### config.mk
export PLATFORM = sky130hd
export DESIGN_NAME = pc_fetch_unit
export DESIGN_NICKNAME = d
export VERILOG_FILES = /design/src/rtl/pc_fetch_unit.sv
export SDC_FILE = /design/constraint.sdc
export NUM_CORES = 1
export LEC_CHECK = 0
export CORE_MARGIN = 2
export CORE_UTILIZATION = 35
export DETAILED_ROUTE_END_ITERATION = 8
export MAX_ROUTING_LAYER = met4
export PLACE_DENSITY_LB_ADDON = 0.15
export SLEW_MARGIN = 20
export SYNTH_ARGS = -nofsm -noshare
export SYNTH_HDL_FRONTEND = slang
export SYNTH_SLANG_ARGS = --single-unit
### constraint.sdc
create_clock -name clk -period 7.6 [get_ports clk]
set_input_delay 1.52 -clock clk [delete_from_list [all_inputs] [get_ports clk]]
set_output_delay 1.52 -clock clk [all_outputs]
set_load 0.005 [all_outputs]
### src/rtl/pc_fetch_unit.sv
// Program counter and instruction fetch stage: FETCH/EXEC handshake with instruction memory
// and next-PC selection. Define PERF_CNT_EN to add commit/taken performance counters.
module pc_fetch_unit #(
    parameter logic [31:0] RESET_PC = 32'h0000_0000,
    parameter int unsigned CNT_W    = 32
) (
    input  logic             clk,
    input  logic             rst_n,
    output logic             imem_req,
    output logic [31:0]      imem_addr,
    input  logic             imem_ready,
    input  logic [31:0]      imem_rdata,
    output logic [31:0]      instr,
    output logic [5:0]       opcode,
    output logic [5:0]       funct,
    output logic             instr_valid,
    input  logic [1:0]       jump_ctrl,
    input  logic             branch_eq,
    input  logic             branch_neq,
    input  logic             alu_zero,
    input  logic [31:0]      rs_data,
    input  logic             stall,
`ifdef PERF_CNT_EN
    output logic [CNT_W-1:0] perf_instr_cnt,
    output logic [CNT_W-1:0] perf_taken_cnt,
`endif
    output logic [31:0]      pc,
    output logic [31:0]      pc_plus4
);

    typedef enum logic [0:0] {StFetch, StExec} state_e;

    state_e      state_q;
    logic [31:0] pc_q;
    logic [31:0] instr_q;
    logic        imem_req_q;
    logic        instr_valid_q;
    logic [31:0] next_pc;
    logic [31:0] br_offset;
    logic        taken;

    // Register targets are word-aligned by dropping the low two bits.
    logic unused_rs_low;
    assign unused_rs_low = ^rs_data[1:0];

    assign pc_plus4  = pc_q + 32'd4;
    assign br_offset = {{14{instr_q[15]}}, instr_q[15:0], 2'b00};
    assign taken     = (branch_eq & alu_zero) | (branch_neq & ~alu_zero);

    always_comb begin
        next_pc = pc_plus4;
        unique case (jump_ctrl)
            2'b00: next_pc = pc_plus4;
            2'b01: next_pc = {pc_plus4[31:28], instr_q[25:0], 2'b00};
            2'b10: next_pc = {rs_data[31:2], 2'b00};
            2'b11: next_pc = taken ? (pc_plus4 + br_offset) : pc_plus4;
            default: next_pc = pc_plus4;
        endcase
    end

`ifdef PERF_CNT_EN
    logic [CNT_W-1:0] perf_instr_q;
    logic [CNT_W-1:0] perf_taken_q;
`endif

    always_ff @(posedge clk or negedge rst_n) begin
        if (!rst_n) begin
            state_q       <= StFetch;
            pc_q          <= RESET_PC;
            instr_q       <= 32'h0;
            imem_req_q    <= 1'b1;
            instr_valid_q <= 1'b0;
`ifdef PERF_CNT_EN
            perf_instr_q  <= '0;
            perf_taken_q  <= '0;
`endif
        end else begin
            case (state_q)
                StFetch: begin
                    if (imem_ready) begin
                        instr_q       <= imem_rdata;
                        state_q       <= StExec;
                        imem_req_q    <= 1'b0;
                        instr_valid_q <= 1'b1;
                    end
                end
                StExec: begin
                    if (!stall) begin
                        pc_q          <= next_pc;
                        state_q       <= StFetch;
                        imem_req_q    <= 1'b1;
                        instr_valid_q <= 1'b0;
`ifdef PERF_CNT_EN
                        perf_instr_q  <= perf_instr_q + CNT_W'(1);
                        if (next_pc != pc_plus4) begin
                            perf_taken_q <= perf_taken_q + CNT_W'(1);
                        end
`endif
                    end
                end
                default: begin
                    state_q       <= StFetch;
                    imem_req_q    <= 1'b1;
                    instr_valid_q <= 1'b0;
                end
            endcase
        end
    end

    assign imem_req    = imem_req_q;
    assign imem_addr   = pc_q;
    assign pc          = pc_q;
    assign instr       = instr_q;
    assign opcode      = instr_q[31:26];
    assign funct       = instr_q[5:0];
    assign instr_valid = instr_valid_q;

`ifdef PERF_CNT_EN
    assign perf_instr_cnt = perf_instr_q;
    assign perf_taken_cnt = perf_taken_q;
`endif

endmodule

==> impl_metrics.yaml, run 1 <==
run_status:
  status: "completed"
grt:
  grt_pass1_wl_mm: 30.53
  grt_max_degree: 66
  antenna_found_initial: 0
  grt_overflow: 0
  globalRouteTotalUtil: 0.2247
  grt_pass1_vias: 5725
power:
  power_density_mw_per_mm2: 339.5
  leakage_nw: 3.320
  power_mw: 2.751
  ir_drop_mv: 0.1485
sta:
  tns_ps: 0
  setup_viol: 0
  fin_crit_ps: 5196
  setup_ws_ps: 2404
  max_freq_ghz: 0.1925
  worstMarginPinSlew_ps: 1084
  finClkSkew_ps: 9.431
  final-hold-violation-count: 0
  fin_hold_ws_ps: 501.2
  rsz0062_at_grt: "false"
  period_share: 0.6837
  relSlewSlack: 0.2750
  slew_violations: 0
finish:
  final_net_count: 951
  diodes: 0
  final_cells: 1068
  synthToLayoutAreaGrowth_pct: 38.07
  drive_gt1_frac: 0.09316
  final_common_cell: "clkdlybuf4s50_1"
  final_cell_mix: "204 x clkdlybuf4s50_1, 75 x nand2_1, 68 x o21ai_0"
drt:
  drc_errors: 0
  finalWirelength_mm: 19.49
  drt-wirelength-per-cell_um: 18.25
  vias: 5821
  antenna_left: 0
  first_pass_iters: 6
  first_iter_violations: 373
  viasPerCell: 5.450
cts:
  root_buffer: "clkbuf_16"
  cts.sinks: 65
  hold_buffers: 0
  cts.repair.resized: 0
  path_clk_slew_ps: 60
  cts_setup_buffers: 0
  clockBufferDepth: 2
  cts_tree: "yes"
  clock_latency_ps: 350
  htree_levels: 3
  cts_inserted_buffers: 9
synth:
  synth_cells: 694
  yosysWarnings: 0
  synth.avg_cell_area_um2: 8.457
  ys.flop_type: "dfrtp_1"
  yosysSeqAreaShare: 0.2773
  netlist_area_mm2: 0.005869
  ys_types: 65
  ys_ff_latch: 65
  synth-edff-count: 0
  async_flop_share: 1.000
worst_setup_path:
  rrSetupSlack_ps: 2580
  crit_required_ps: 6080
  reg2reg_depth: 18
  cp.depth: 9
  critPathTopFamily: "simple AND/OR/NAND/NOR gates"
  crit_end: "pc_plus4[28]"
  r2r_start: "imem_addr[2]$_DFFE_PN0P_"
  crit_start: "imem_addr[2]$_DFFE_PN0P_"
  worstPathArrival_ps: 3680
  crit_buf_inv: 2
  max_stage_delay_ps: 580
  r2r_end: "imem_addr[31]$_DFFE_PN0P_"
  path_common_cell: "nor2_1"
  start_kind: "register"
  crit_fanout: 7
  critPathKind: "reg2out"
  cp_slowest_cell: "clkdlybuf4s50_1"
  crit_chain: "ha_1 -> nand4_1 -> nor2_1 -> inv_1 -> nor3_2 -> nand3b_2 -> nor2_1 -> xor2_1 -> clkdlybuf4s50_1"
  end_kind: "primary output"
placed_design:
  globalplace.congestion: 0.9544
  numPlacedInstances: 1052
  place_hpwl_mm: 14.27
  io_buffer_count: 206
  dp_worst_setup_slack_ps: 2709
floorplanning:
  ios: 215
  die_w_um: 133.5
  die-area_mm2: 0.01782
  core_mm2: 0.01647
  die_h_um: 133.5
  initial_core_util: 0.3565
  row_count: 47
min_path:
  hp-class: "reg2reg"
  whs_path_depth: 2
run:
  max_cap_viol_count: 0
[metal layers]
layer | routed length (µm) | track usage | vias to the layer above | share of wire
li1 | - | - | 2746 | -
met1 | 8131 | 0.2792 | 2742 | 0.42
met2 | 9319 | 0.3666 | 290 | 0.48
met3 | 1379 | 0.03044 | 43 | 0.071
met4 | 660 | 0.09811 | 0 | 0.034
met5 | 0 | - | - | 0
[report_power, final]
part	total, mW	switching (mW)	internal (mW)
registers	0.611	0.164	0.447
logic	1.69	0.785	0.901
clock network	0.454	0.187	0.267
[synth_stat cells (all sizes together) (3+ instances only)]
master | instances | area (µm²)
o21a | 5 | 37.54
o31ai | 5 | 37.54
nand2b | 9 | 56.30
or3 | 3 | 18.77
and3 | 7 | 43.79
nor2b | 15 | 93.84
dfrtp | 64 | 1602
clkbuf | 23 | 86.33
ha | 34 | 425.4
buf | 56 | 394.1
xor2 | 20 | 182.7
xnor2 | 30 | 262.8
a21oi | 38 | 190.2
mux4 | 5 | 112.6
nand4 | 11 | 68.82
mux2 | 26 | 292.8
nand3 | 24 | 137.6
o21ai | 72 | 367.9
inv | 28 | 105.1
nand2 | 75 | 281.5
a21o | 12 | 90.09
a31oi | 3 | 33.78
a211oi | 9 | 72.57
mux2i | 7 | 70.07
a221oi | 9 | 78.83
nor4 | 4 | 25.02
a22o | 4 | 35.03
nor3 | 10 | 87.58
nor2 | 44 | 165.2
o22ai | 5 | 31.28
a41oi | 7 | 76.32
o211ai | 3 | 22.52
[registers in the layout (all words and copies together) (netlist names)]
signal,cells
imem_addr,30
imem_req,1
instr,32
instr_valid,1
state_q,1
[layout make-up]
cell class,count,area [µm²]
Clock buffer,10,239.0
Fill cell,1542,8362
Clock inverter,6,72.57
Tap cell,220,275.3
Multi-Input combinational cell,527,3685
Sequential cell,65,1628
Timing Repair Buffer,212,2100
Inverter,28,105.1
[metrics by stage]
step | instance area [µm²] | utilization
floorplan | 5888 | -
global placement | 7792 | 0.4733
detailed placement | 7792 | 0.4733
CTS | 8104 | 0.4922
global route | 8104 | 0.4922
finish | 8104 | 0.4922
[worst min-delay path by stage]
stage,start,endpoint
4_1_cts,imem_req$_DFFE_PN1P_,imem_req$_DFFE_PN1P_
5_1_grt,imem_req$_DFFE_PN1P_,imem_req$_DFFE_PN1P_
2_1_floorplan,state_q$_DFF_PN0_,state_q$_DFF_PN0_
3_3_place_gp,imem_req$_DFFE_PN1P_,imem_req$_DFFE_PN1P_
3_5_place_dp,imem_req$_DFFE_PN1P_,imem_req$_DFFE_PN1P_
6_report,imem_req$_DFFE_PN1P_,imem_req$_DFFE_PN1P_
[kinds of logic after synthesis]
group,count (synthesis),synth area share
compound gates,188,0.2117
xor+xnor,50,0.07589
fa+ha+maj,35,0.07589
buf+inv,107,0.09977
flops,65,0.2773
mux,38,0.08101
other cells,1,0.0006389
simple gates,210,0.1778
[worst register-to-register path: stages (launching register included)]
cell and delay (ps):
dfrtp_1 460, ha_1 300, nand4_1 220, nor2_1 430
inv_1 130, nor3_2 490, nand3_1 160, xnor2_1 340
ha_1 360, nand3_1 230, nor4_1 90, a2111oi_0 520
nand4_1 270, nand4_1 190, a32oi_1 130, xnor2_1 140
nor2_1 140, mux2i_1 230, nor3_2 70
Note: power is estimated with default switching activity, not from simulation.
==> run 2, diff against run 1 <==
==> constraint.sdc (replaced) <==
create_clock -name clk -period 4.4 [get_ports clk]
set_input_delay 0.88 -clock clk [delete_from_list [all_inputs] [get_ports clk]]
set_output_delay 0.88 -clock clk [all_outputs]
set_load 0.005 [all_outputs]
==> impl_metrics.yaml, run 2 (synthesis results as in run 1) <==
run_status:
  status: "completed"
floorplanning:
  die-area_mm2: 0.01782
  ios: 215
  initial_core_util: 0.3565
  row_count: 47
  die_h_um: 133.5
  die_w_um: 133.5
  core_mm2: 0.01647
worst_setup_path:
  cp_slowest_cell: "ha_1"
  crit_fanout: 6
  crit_required_ps: 4660
  end_kind: "register"
  worstPathArrival_ps: 4310
  crit_buf_inv: 3
  critPathKind: "reg2reg"
  start_kind: "register"
  crit_chain: "ha_1 -> nand4_1 -> nor2_1 -> buf_4 -> inv_1 -> or3_1 -> xor2_1 -> inv_1 -> ha_1 -> and3_1 -> a22o_1 -> o21ai_0 -> nand2b_1 -> a41oi_4 -> o21ai_2 -> a41oi_2 -> xnor2_1 -> nand2_1 -> a211oi_2"
  max_stage_delay_ps: 370
  critPathTopFamily: "compound AO/OA/AOI/OAI gates"
drt:
  viasPerCell: 5.369
  first_pass_iters: 5
  antenna_left: 0
  finalWirelength_mm: 20.76
  drt-wirelength-per-cell_um: 18.91
  vias: 5895
  drc_errors: 0
  first_iter_violations: 342
finish:
  drive_gt1_frac: 0.1287
  fillers: 1553
  final_cell_mix: "204 x clkdlybuf4s50_1, 75 x nand2_1, 68 x o21ai_0"
  final_net_count: 981
  fin_util: 0.5085
  synthToLayoutAreaGrowth_pct: 42.66
  diodes: 0
  final_common_cell: "clkdlybuf4s50_1"
  final_cells: 1098
  largest_reg_flops: 32
power:
  power_density_mw_per_mm2: 589.0
  leakage_nw: 3.478
  ir_drop_mv: 0.2358
grt:
  globalRouteTotalUtil: 0.2406
  grt_pass1_wl_mm: 32.53
  grt_pass1_vias: 5774
  grt_overflow: 0
  grt_max_degree: 66
  antenna_found_initial: 0
sta:
  finClkSkew_ps: 11.70
  period_share: 0.9194
  worstMarginPinSlew_ps: 903.4
  max_freq_ghz: 0.2472
  final-hold-violation-count: 0
  slew_violations: 0
  fin_crit_ps: 4046
  setup_viol: 0
  relSlewSlack: 0.3977
cts:
  cts_tree: "yes"
  cts.sinks: 65
  root_buffer: "clkbuf_16"
  cts_setup_buffers: 0
  clockBufferDepth: 2
  cts_inserted_buffers: 9
  clock_latency_ps: 350
  path_clk_slew_ps: 70
  htree_levels: 3
placed_design:
  place_hpwl_mm: 15.67
  numPlacedInstances: 1082
  globalplace.congestion: 0.8839
  io_buffer_count: 206
min_path:
  hp-class: "reg2reg"
run:
  max_cap_viol_count: 0
run 2: path summary, 6_finish.rpt:
| check | endpoint | slack [ps] | cells past startpoint | start |
|---|---|---|---|---|
| hold / removal | imem_req$_DFFE_PN1P_ | 500 | 2 | imem_req$_DFFE_PN1P_ |
| setup / recovery | imem_addr[28]$_DFFE_PN0P_ | 350 | 19 | imem_addr[2]$_DFFE_PN0P_ |
| hold reg to reg | imem_req$_DFFE_PN1P_ | 500 | 2 | imem_req$_DFFE_PN1P_ |
| min in group asynchronous | instr[31]$_DFFE_PN0P_ | 650 | 1 | rst_n |
| max in group asynchronous | instr[23]$_DFFE_PN0P_ | 3150 | 1 | rst_n |
| setup reg to reg | imem_addr[28]$_DFFE_PN0P_ | 350 | 19 | imem_addr[2]$_DFFE_PN0P_ |
run 2: stage by stage:
| step | cell area (µm²) | hold slack (ps) | total power [mW] | setup slack (ps) | setup TNS (ps) |
|---|---|---|---|---|---|
| 4_1_cts | 8342 | 505.7 | 4.914 | 225.8 | 0 |
| 5_1_grt | 8373 | 517.2 | 5.294 | -58.59 | -58.91 |
| 2_1_floorplan | 5888 | 488.1 | 2.811 | 437.6 | 0 |
| 3_5_place_dp | 8030 | 494.4 | 4.105 | 237.2 | 0 |
| 6_report | 8373 | 502.2 | 4.931 | 354.5 | 0 |
| 3_3_place_gp | 8030 | 493.9 | 4.084 | 235.5 | 0 |
run 2: routing by layer:
| layer | routed length, µm | GRT usage | part of all wire |
|---|---|---|---|
| met4 | 510 | 0.08629 | 0.025 |
| met3 | 1185 | 0.03196 | 0.057 |
| met5 | 0 | - | 0 |
| met2 | 9983 | 0.3875 | 0.48 |
| met1 | 9083 | 0.3111 | 0.44 |
run 2: layout make-up:
class                           count  area, µm²  share of cell area
Multi-Input combinational cell    527       3716              0.4438
Timing Repair Buffer              242       2337              0.2791
Sequential cell                    65       1628              0.1944
Tap cell                          220      275.3             0.03288
Clock buffer                       10      239.0             0.02854
Inverter                           28      105.1             0.01255
Clock inverter                      6      72.57            0.008667
run 2: what timing repair did:
action	4_1_cts	5_1_grt
hold buffers	0	0
hold endpoints to repair	0	0
setup endpoints to repair	0	2
gates resized for setup	0	6
run 2: worst min-delay path: cells and delay by family, from the launching register on:
kind | cells | cell delay [ps]
AND/OR/NAND/NOR | 2 | 130
flip-flops | 1 | 370
run 2: where the power goes:
part           switching (mW)  internal [mW]  total, mW  leakage [nW]
clock network           0.322          0.462      0.785         0.150
registers               0.261          0.772       1.03         0.773
logic                    1.44           1.67       3.11          2.55
total                    2.03           2.91       4.93          3.48
==> run 3, diff against run 2 <==
--- a/config.mk
+++ b/config.mk
@@ -5,6 +5,7 @@
 export SDC_FILE = /design/constraint.sdc
 export NUM_CORES = 1
 export LEC_CHECK = 0
+export CORE_ASPECT_RATIO = 0.9
 export CORE_MARGIN = 2
 export CORE_UTILIZATION = 35
 export DETAILED_ROUTE_END_ITERATION = 8
==> impl_metrics.yaml, run 3 (synthesis results as in run 1) <==
cts:
  hold_buffers: 0
  clock_latency_ps: 350
  cts_tree: "yes"
  clockBufferDepth: 2
  cts_inserted_buffers: 9
  htree_levels: 3
  path_clk_slew_ps: 60
  root_buffer: "clkbuf_16"
  cts.sinks: 65
placed_design:
  numPlacedInstances: 1072
  placed_cell_area_mm2: 0.008024
  dp_worst_setup_slack_ps: 154.1
  globalplace.congestion: 0.9648
  io_buffer_count: 206
  place_hpwl_mm: 15.75
floorplanning:
  initial_core_util: 0.3602
  row_count: 44
  die-area_mm2: 0.01782
  die_w_um: 140.5
  ios: 215
  die_h_um: 126.9
  core_mm2: 0.01630
drt:
  finalWirelength_mm: 20.80
  wl_met2_mm: 9.063
  drt-wirelength-per-cell_um: 19.10
  first_pass_iters: 5
  highest_layer: "met4"
  met1_length_mm: 10.03
  drc_errors: 0
  antenna_left: 0
  vias: 5845
  first_iter_violations: 425
  dr_wl_met3_mm: 1.357
  viasPerCell: 5.367
power:
  leakage_nw: 3.514
  power_density_mw_per_mm2: 600.9
  ir_drop_mv: 0.3760
  power_mw: 5.065
min_path:
  hp-class: "reg2reg"
sta:
  period_share: 0.9615
  slew_violations: 0
  fin_crit_ps: 4230
  max_freq_ghz: 0.2364
  setup_viol: 0
  relSlewSlack: 0.2905
  finClkSkew_ps: 8.939
  worstMarginPinSlew_ps: 1064
  fin_hold_ws_ps: 504.1
  setup_ws_ps: 169.6
  final-hold-violation-count: 0
grt:
  grt_max_degree: 66
  grt_overflow: 0
  grt_pass1_wl_mm: 32.59
  antenna_found_initial: 0
  globalRouteTotalUtil: 0.2413
  grt_pass1_vias: 5681
finish:
  fillers: 1522
  diodes: 0
  synthToLayoutAreaGrowth_pct: 43.59
  final_cell_area_mm2: 0.008428
  final_cell_mix: "204 x clkdlybuf4s50_1, 75 x nand2_1, 67 x o21ai_0"
  final_common_cell: "clkdlybuf4s50_1"
  largest_reg_flops: 32
  final_cells: 1089
  final_net_count: 985
  drive_gt1_frac: 0.1372
worst_setup_path:
  crit_end: "imem_addr[31]$_DFFE_PN0P_"
  critPathKind: "reg2reg"
  worstPathArrival_ps: 4460
  crit_start: "imem_addr[2]$_DFFE_PN0P_"
  rrSetupSlack_ps: 170
  end_kind: "register"
  r2r_end: "imem_addr[31]$_DFFE_PN0P_"
  crit_fanout: 4
  crit_required_ps: 4630
  start_kind: "register"
  reg2reg_depth: 20
  r2r_start: "imem_addr[2]$_DFFE_PN0P_"
run_status:
  status: "completed"
run:
  max_cap_viol_count: 0
-- run 3: changes by cell type in the layout (fill, tap and decap cells not counted), moves of 2 or more --
cell	before	now
dfrtp_2	0	3
dfrtp_1	64	61
bufinv_16	1	3
buf_4	36	41
-- run 3: layout make-up --
type	count	area (µm²)	share of cell area
inverter	28	105.1	0.01247
clock buffer	9	225.2	0.02672
multi-input combinational	527	3727	0.4423
clock inverter	7	125.1	0.01485
tap	207	259.0	0.03073
sequential	65	1632	0.1936
timing repair buffer	246	2355	0.2794
-- run 3: critical path, stage by stage (launching register included) --
cell and delay [ps]:
dfrtp_1 350, ha_1 180, nand4_1 140, nor2_1 140, buf_4 170, inv_1 70, or3_1 390, xor2_2 160
inv_1 90, ha_1 330, buf_4 140, nand4_1 140, nor4_1 250, o21ai_0 180, nand4_1 180, nand4_1 220
a32oi_1 350, xnor2_2 140, nor2_1 170, mux2i_1 240, nor3_2 60
-- run 3: metal layers --
layer,vias up,track usage
li1,2805,-
met1,2768,0.3409
met2,245,0.3518
met3,27,0.04832
met4,0,0.06706
met5,-,-
-- run 3: report_power, final --
part | total [mW] | switching (mW) | internal [mW]
Sequential | 1.03 | 0.259 | 0.774
Clock | 0.867 | 0.308 | 0.560
Combinational | 3.16 | 1.46 | 1.70
Total | 5.06 | 2.03 | 3.04
-- run 3: repair_timing --
item / in CTS / in global routing
gates resized for setup: 0 / 11
endpoints found under the setup margin: 0 / 4
buffers inserted: 0 / 1
-- run 3: how the worst min path moves through the flow --
stage,start,endpoint,depth (start not counted)
finish,instr_valid$_DFFE_PN0P_,instr_valid$_DFFE_PN0P_,2
global route,imem_req$_DFFE_PN1P_,imem_req$_DFFE_PN1P_,2
CTS,instr_valid$_DFFE_PN0P_,instr_valid$_DFFE_PN0P_,2
detailed placement,instr_valid$_DFFE_PN0P_,instr_valid$_DFFE_PN0P_,2
global placement,instr_valid$_DFFE_PN0P_,instr_valid$_DFFE_PN0P_,2
floorplan,state_q$_DFF_PN0_,state_q$_DFF_PN0_,1
-- run 3: per-stage QoR --
stage | setup TNS (ps) | util
final | 0 | 0.5172
after global routing | -37.02 | 0.5172
after CTS | 0 | 0.5139
after detailed placement | 0 | 0.4924
after global placement | 0 | 0.4924
after floorplan | 0 | -
